==> src/rtl/q_8_34b_pkg.sv <==
// Shared types and constants for the q_8_34b ones-counter: controller states,
// default operand width and a popcount reference.
package q_8_34b_pkg;

  localparam int DATA_W_DEF = 8;

  typedef enum logic [1:0] {
    S_IDLE = 2'd0,
    S_1    = 2'd1,
    S_2    = 2'd2,
    S_3    = 2'd3
  } state_t;

  function automatic int unsigned popcnt(input logic [31:0] v);
    int unsigned n;
    n = 0;
    for (int i = 0; i < 32; i++) begin
      n = n + 32'(v[i]);
    end
    return n;
  endfunction

endpackage

==> src/rtl/q_8_34b_hold_reg.sv <==
// One-entry valid/ready holding register; refills in the same cycle it drains.
module q_8_34b_hold_reg #(
  parameter int W = 8
) (
  input  logic         clk,
  input  logic         rst_b,
  input  logic [W-1:0] in_data,
  input  logic         in_valid,
  output logic         in_ready,
  output logic [W-1:0] out_data,
  output logic         out_valid,
  input  logic         out_ready
);

  // Handshake: a word moves on any edge where valid&ready; a producer holds
  // valid and data steady until that edge, and ready may depend on the sink only.
  logic         full_q, full_d;
  logic [W-1:0] data_q, data_d;
  logic         push, pop;

  always_comb begin
    in_ready = !full_q || out_ready;
    push     = in_valid && in_ready;
    pop      = full_q && out_ready;
    full_d   = full_q;
    data_d   = data_q;
    if (push) begin
      full_d = 1'b1;
      data_d = in_data;
    end else if (pop) begin
      full_d = 1'b0;
    end
  end

  always_ff @(posedge clk or negedge rst_b) begin
    if (!rst_b) begin
      full_q <= 1'b0;
      data_q <= '0;
    end else begin
      full_q <= full_d;
      data_q <= data_d;
    end
  end

  assign out_data  = data_q;
  assign out_valid = full_q;

endmodule

==> src/rtl/q_8_34b_dp.sv <==
// Ones-counter datapath: operand in-stage, R1/R2/E core driven by the q_8_34b
// controller, and a result out-stage carrying the final count.
module q_8_34b_dp
  import q_8_34b_pkg::*;
#(
  parameter int DATA_W = DATA_W_DEF,
  parameter int CNT_W  = $clog2(DATA_W + 1)
) (
  input  logic              clk,
  input  logic              rst_b,
  input  logic [DATA_W-1:0] in_data,
  input  logic              in_valid,
  output logic              in_ready,
  output logic              start,
  input  logic              rdy,
  input  logic              load_regs,
  input  logic              incr_r2,
  input  logic              shift,
  output logic              zero,
  output logic              E,
  output logic [CNT_W-1:0]  out_count,
  output logic              out_valid,
  input  logic              out_ready
);

  localparam logic [CNT_W-1:0] CNT_ONE = CNT_W'(1);

  logic [DATA_W-1:0] r1_q, r1_d;
  logic [CNT_W-1:0]  r2_q, r2_d;
  logic              e_q, e_d;
  logic [DATA_W-1:0] op_data;
  logic              in_full;
  logic              out_free;
  logic              done;
  logic [CNT_W-1:0]  r2_inc;

  // The controller pops the in-stage with load_regs.
  q_8_34b_hold_reg #(.W(DATA_W)) u_in_stage (
    .clk       (clk),
    .rst_b     (rst_b),
    .in_data   (in_data),
    .in_valid  (in_valid),
    .in_ready  (in_ready),
    .out_data  (op_data),
    .out_valid (in_full),
    .out_ready (load_regs)
  );

  always_comb begin
    r1_d = r1_q;
    r2_d = r2_q;
    e_d  = e_q;
    if (load_regs) begin
      r1_d = op_data;
      r2_d = '1;
      e_d  = 1'b0;
    end else if (incr_r2) begin
      r2_d = r2_inc;
    end else if (shift) begin
      e_d  = r1_q[DATA_W-1];
      r1_d = {r1_q[DATA_W-2:0], 1'b0};
    end
  end

  always_ff @(posedge clk or negedge rst_b) begin
    if (!rst_b) begin
      r1_q <= '0;
      r2_q <= '0;
      e_q  <= 1'b0;
    end else begin
      r1_q <= r1_d;
      r2_q <= r2_d;
      e_q  <= e_d;
    end
  end

  assign r2_inc = r2_q + CNT_ONE;
  assign zero   = (r1_q == '0);
  assign E      = e_q;
  assign done   = incr_r2 && zero;
  // Starting only with an empty out-stage means a finished count always has a slot.
  assign start  = in_full && rdy && !out_valid;

  // The final increment is still in flight on the done edge, so capture R2+1.
  q_8_34b_hold_reg #(.W(CNT_W)) u_out_stage (
    .clk       (clk),
    .rst_b     (rst_b),
    .in_data   (r2_inc),
    .in_valid  (done),
    .in_ready  (out_free),
    .out_data  (out_count),
    .out_valid (out_valid),
    .out_ready (out_ready)
  );

  a_load_needs_operand: assert property (@(posedge clk) disable iff (!rst_b)
    load_regs |-> in_full);
  a_single_op: assert property (@(posedge clk) disable iff (!rst_b)
    $onehot0({load_regs, incr_r2, shift}));
  a_load_in_idle: assert property (@(posedge clk) disable iff (!rst_b)
    load_regs |-> rdy);
  a_done_slot_free: assert property (@(posedge clk) disable iff (!rst_b)
    done |-> (out_free && !out_valid));

endmodule

==> config.mk <==
export PLATFORM = sky130hd
export DESIGN_NAME = q_8_34b_dp
export DESIGN_NICKNAME = d
export VERILOG_FILES = /design/src/rtl/q_8_34b_pkg.sv /design/src/rtl/q_8_34b_hold_reg.sv /design/src/rtl/q_8_34b_dp.sv
export SDC_FILE = /design/constraint.sdc
export NUM_CORES = 1
export LEC_CHECK = 0
export ABC_AREA = 1
export CAP_MARGIN = 30
export CORE_MARGIN = 2
export CORE_UTILIZATION = 50
export DETAILED_ROUTE_END_ITERATION = 6
export HOLD_SLACK_MARGIN = 0.03
export PLACE_DENSITY = 0.77
export SYNTH_ARGS = -nofsm -noshare
export SYNTH_HDL_FRONTEND = slang
export SYNTH_SLANG_ARGS = --single-unit
==> constraint.sdc <==
create_clock -name clk -period 1.1 [get_ports clk]
set_input_delay 0.275 -clock clk [delete_from_list [all_inputs] [get_ports clk]]
set_output_delay 0.275 -clock clk [all_outputs]
set_load 0.02 [all_outputs]
# Yosys cells after proc, flatten, opt, wreduce, memory -nomap -nowiden
# Index checks and enable logic that the tools add are counted.
op_classes:
  addsub: 1
  n_mul: 0
  div_mod_pow: 0
  magnitude_cmp: 0
  n_eq_ne: 1
  shift: 0
  muxes: 12
  n_bitwise: 0
  reduce_logical: 17
ops:
  columns: ["cell", "n"]
  rows:
  - ["$mux 8", 3]
  - ["$logic_not 8->1", 1]
  - ["$mux 4", 2]
  - ["$reduce_bool 2->1", 4]
  - ["$logic_and 1x1->1", 7]
  - ["$mux 1", 7]
  - ["$add 4x1->4 const B", 1]
  - ["$logic_not 1->1", 2]
  - ["$logic_or 1x1->1", 2]
  - ["$ne 2x2->1 const B", 1]
  - ["$reduce_and 2->1", 1]
totals:
  regBits: 27
  latchBits: 0
  ram_bits: 0
  romBits: 0
  input_bits: 16
  word_cells: 38
  memories: 0

# Logic depth before layout (Yosys ltp)
depth:
  depth_word: 4
  depth_mapped: 7
  depth_no_buf: 6

# Modules after synthesis
# From an unflattened synthesis, not the netlist that was laid out.
hier_totals:
  cells_unflattened: 144
  hier_area_um2: 1224.9
modules_own_cells:
  columns: ["mod", "instances", "cells_each", "area_each_um2"]
  rows:
  - ["q_8_34b_dp", 1, 84, 651.9]
  - ["q_8_34b_hold_reg (u_in_stage)", 1, 39, 367.9]
  - ["q_8_34b_hold_reg (u_out_stage)", 1, 21, 205.2]

# Worst setup path after synthesis
# Ideal clock, no wire load.
synth_path:
  path_kind: "register to register"
  from: "register r1_q[7]"
  to: "register u_out_stage.data_q[3] (netlist: u_out_stage.out_data[3])"
  setup_time_ps: 118
  arrival_ps: 1069
  path_slack_ps: -88
  stages_incl_launch_ff: 7
  path_buffers: 0
  cell_sequence: "dfrtp_1 > nor2_1 > nand2_1 > nor2_4 > nand3_1 > nand2_1 > nand2_1"
synth_via:
  elab_chain_len: 3
synth_lines:
  columns: ["element", "line", "rtl"]
  rows:
  - ["start, declared", "q_8_34b_dp.sv:28", "logic [DATA_W-1:0] r1_q, r1_d;"]
  - ["start signal, assigned", "q_8_34b_dp.sv:71", "r1_q <= r1_d;"]
  - ["$logic_not 8->1", "q_8_34b_dp.sv:78", "assign zero = (r1_q == '0);"]
  - ["named net zero", "q_8_34b_dp.sv:19", "output logic zero,"]
  - ["$logic_and 1x1->1", "q_8_34b_dp.sv:80", "assign done = incr_r2 && zero;"]
  - ["$logic_and 1x1->1", "q_8_34b_hold_reg.sv:23", "push = in_valid && in_ready;"]
  - ["end signal, assigned", "q_8_34b_hold_reg.sv:41", "data_q <= data_d;"]
  - ["end, declared", "q_8_34b_hold_reg.sv:18", "logic [W-1:0] data_q, data_d;"]
# The timed path passes the listed nets, and every way through them passes these cells.
# A chain may end at the register's enable or synchronous reset.

# Worst setup path after layout
layout_path:
  from: "register r1_q[3]"
  to: "output zero"
layout_via:
  elab_chain_len: 1
layout_lines:
  columns: ["element", "line"]
  rows:
  - ["$logic_not 8->1", "q_8_34b_dp.sv:78"]
  - ["end, declared", "q_8_34b_dp.sv:19"]
# Every way passes these cells.

==> out/results.ini <==
[route]
routedWlPerCell_um = 12.2
dr.pass1.iters = 4
dr_total_vias = 1101
wl_mm = 2.62
drtAntennaViolNets = 0
drtIter0Drc = 10
drc = 0
avgViaCountPerCell = 5.14

[placed_design]
place_area_um2 = 1670
gp_congestion = 0.805
portBuffers = 24
place_hpwl_mm = 2.00

[timing]
slew_viol_final = 0
rsz0062_at_grt = true
finalWorstSetupSlack_ns = -0.353
slew_headroom_pct = 86.1
max_clock_freq_mhz = 688
setup_viol = 14
layout_min_cycle_time_ns = 1.45
hold_viol_final = 0
tightest_slew_ns = 0.208
period_share_pct = 132
final.setup_skew_ns = 0.00181
finalSetupTns_ns = -1.78

[run_status]
violations = setup timing
outcome = complete, but fails checks

[setup_path]
endpoint_kind = output port
required_ns = 0.82
critical_path.max_stage_delay_ns = 0.42
path_class = reg -> out
reg2reg_depth = 8
crit_slowest_cell = dfrtp_1
startpoint_type = flip-flop
cp.arrival_ns = 1.18
path_max_fanout = 2
crit_chain = nor2_1 > nand2_1 > nor2_4 > buf_6

[layout]
drive_gt1_share_pct = 29.3
final_common_cell = nand2_1
multi_input_area_um2 = 542
fin_area_um2 = 1770
layout.area.seq_um2 = 677
utilization_pct = 71.9
final_nets = 202
layout_common_cells = nand2_1 (41), dfrtp_1 (26), buf_4 (20), clkdlybuf4s50_1 (14), inv_1 (12)
area_growth_pct = 37.0
antenna-diode-count = 0
fillCellCount = 188

[grt]
grt.total_usage_pct = 20.3
grt_antenna_before_repair = 0
grt_max_degree = 28
grt_pass1_vias = 1075
grt_overflow_total = 0
grt_pass1_wl_mm = 4.34

[die]
pin_count = 25
rows = 18
start_util_pct = 52.5
core-area_um2 = 2450
die_x_um = 54.8
dieArea_um2 = 3000
dieHeight_um = 54.8

[clock_network]
cts_made_buffers = 3
cts_sinks = 27
cts_tree = built
htree_num_levels = 1
cts-root-buf = clkbuf_4
clk_path_buf_depth = 2
clk_latency_ns = 0.32
clkTransAtPathRegs_ns = 0.14

[synth]
synthDistinctLibCells = 26
synthTopCellsByArea = dfrtp_1 (52%), nand2_1 (13%), o211ai_2 (4.9%)
synth-seq-cells = 27
synth_area_per_cell_um2 = 9.34
yosys.area.top_type = dfrtp_1
yosysSeqAreaShare_pct = 52.4
syn-num-nets = 155
synth_top_area_share_pct = 52.4
postSynthCellCount = 138
synthesis.area_um2 = 1290
yosys_warnings = 0

[job]
maxCapViolCount = 0

[pwr]
peakVddDrop_v = 0.00140
pwr_density_cell_nw_per_um2 = 1590
design_power_total_mw = 2.81
power.leakage_nw = 0.882

[worst_hold_path]
hold_path.class = in -> async

[synth_stat cells]
library cell	count
nor2_1	8
nor2_4	1
a21oi_1	2
nand2_4	2
nand4_1	5
nand2_2	1
buf_6	1
dfrtp_1	27
o22a_1	2
o211ai_1	1
nand2_1	44
o21ai_2	3
inv_1	12
o22ai_1	1
o211ai_2	5
ha_1	1
clkbuf_1	1
o21ai_0	1
a31oi_1	1
inv_4	1
o21ai_1	2
xor2_1	1
buf_12	1
nand3_1	12
nand2_8	1
buf_4	1
[cell families after synthesis]
logic type / after synthesis / synth area share (%)
flops: 27 / 52.4
fa+ha+maj: 1 / 0.971
compound gates: 18 / 11.7
simple gates: 74 / 26.9
buf+inv: 17 / 7.28
xor+xnor: 1 / 0.680
[per-layer routing]
layer	wire length [um]	GRT usage [%]
met5	0	0
met4	38	8.75
met3	84	2.46
met2	1340	36.3
met1	1150	24.1
[worst paths after layout]
check	to	start	slack (ns)
worst min register to register	r1_q[0]	u_in_stage.out_data[0]	0.50
worst min-delay path	u_out_stage.out_data[1]	rst_b	0.29
max in group asynchronous	u_in_stage.out_valid	rst_b	0.65
worst max-delay path	zero	r1_q[3]	-0.35
min in group clk	E	load_regs	0.46
worst max register to register	u_out_stage.out_data[2]	r1_q[3]	-0.15
[flip-flops by register name, summed over array words and instances (netlist names)]
name / flops
E: 1
r1_q: 8
r2_q: 4
u_in_stage.out_data: 8
u_in_stage.out_valid: 1
u_out_stage.out_data: 4
u_out_stage.out_valid: 1
[area by class of cell]
| cell class | count | area share (%) |
|---|---|---|
| repair buffers | 46 | 24.5 |
| multi-input cells | 94 | 30.7 |
| flip-flops and latches | 27 | 38.3 |
| well taps | 30 | 2.13 |
| inverters | 13 | 2.91 |
| clock buffers | 4 | 1.49 |
[metrics by stage]
| step | hold WS (ns) | worst slack (ns) | std cells |
|---|---|---|---|
| floorplan | -0.0206 | -0.0302 | 138 |
| global placement | 0.456 | -0.700 | 205 |
| detailed placement | 0.468 | -0.699 | 205 |
| CTS | 0.288 | -0.363 | 210 |
| global route | 0.281 | -0.436 | 214 |
| finish | 0.287 | -0.353 | 214 |
[worst max-delay path: cells and delay by family, from the launching register on]
family	cells	cell delay [ns]
buffers and inverters	1	0.13
flip-flops	1	0.42
AND/OR/NAND/NOR	3	0.32
[repair_timing]
item	in CTS	in global routing
setup buffers	1	4
hold buffers	0	0
pin swaps	1	0
setup endpoints to repair	25	16
resized for setup	56	6
[report_power, final]
group / internal [mW] / leakage, nW / total (mW) / switching, mW
logic: 0.518 / 0.541 / 1.03 / 0.512
clock network: 0.142 / 0.0150 / 0.425 / 0.283
registers: 1.20 / 0.326 / 1.36 / 0.158
total: 1.86 / 0.882 / 2.81 / 0.953
No activity file was read; power rests on OpenSTA's default activity.
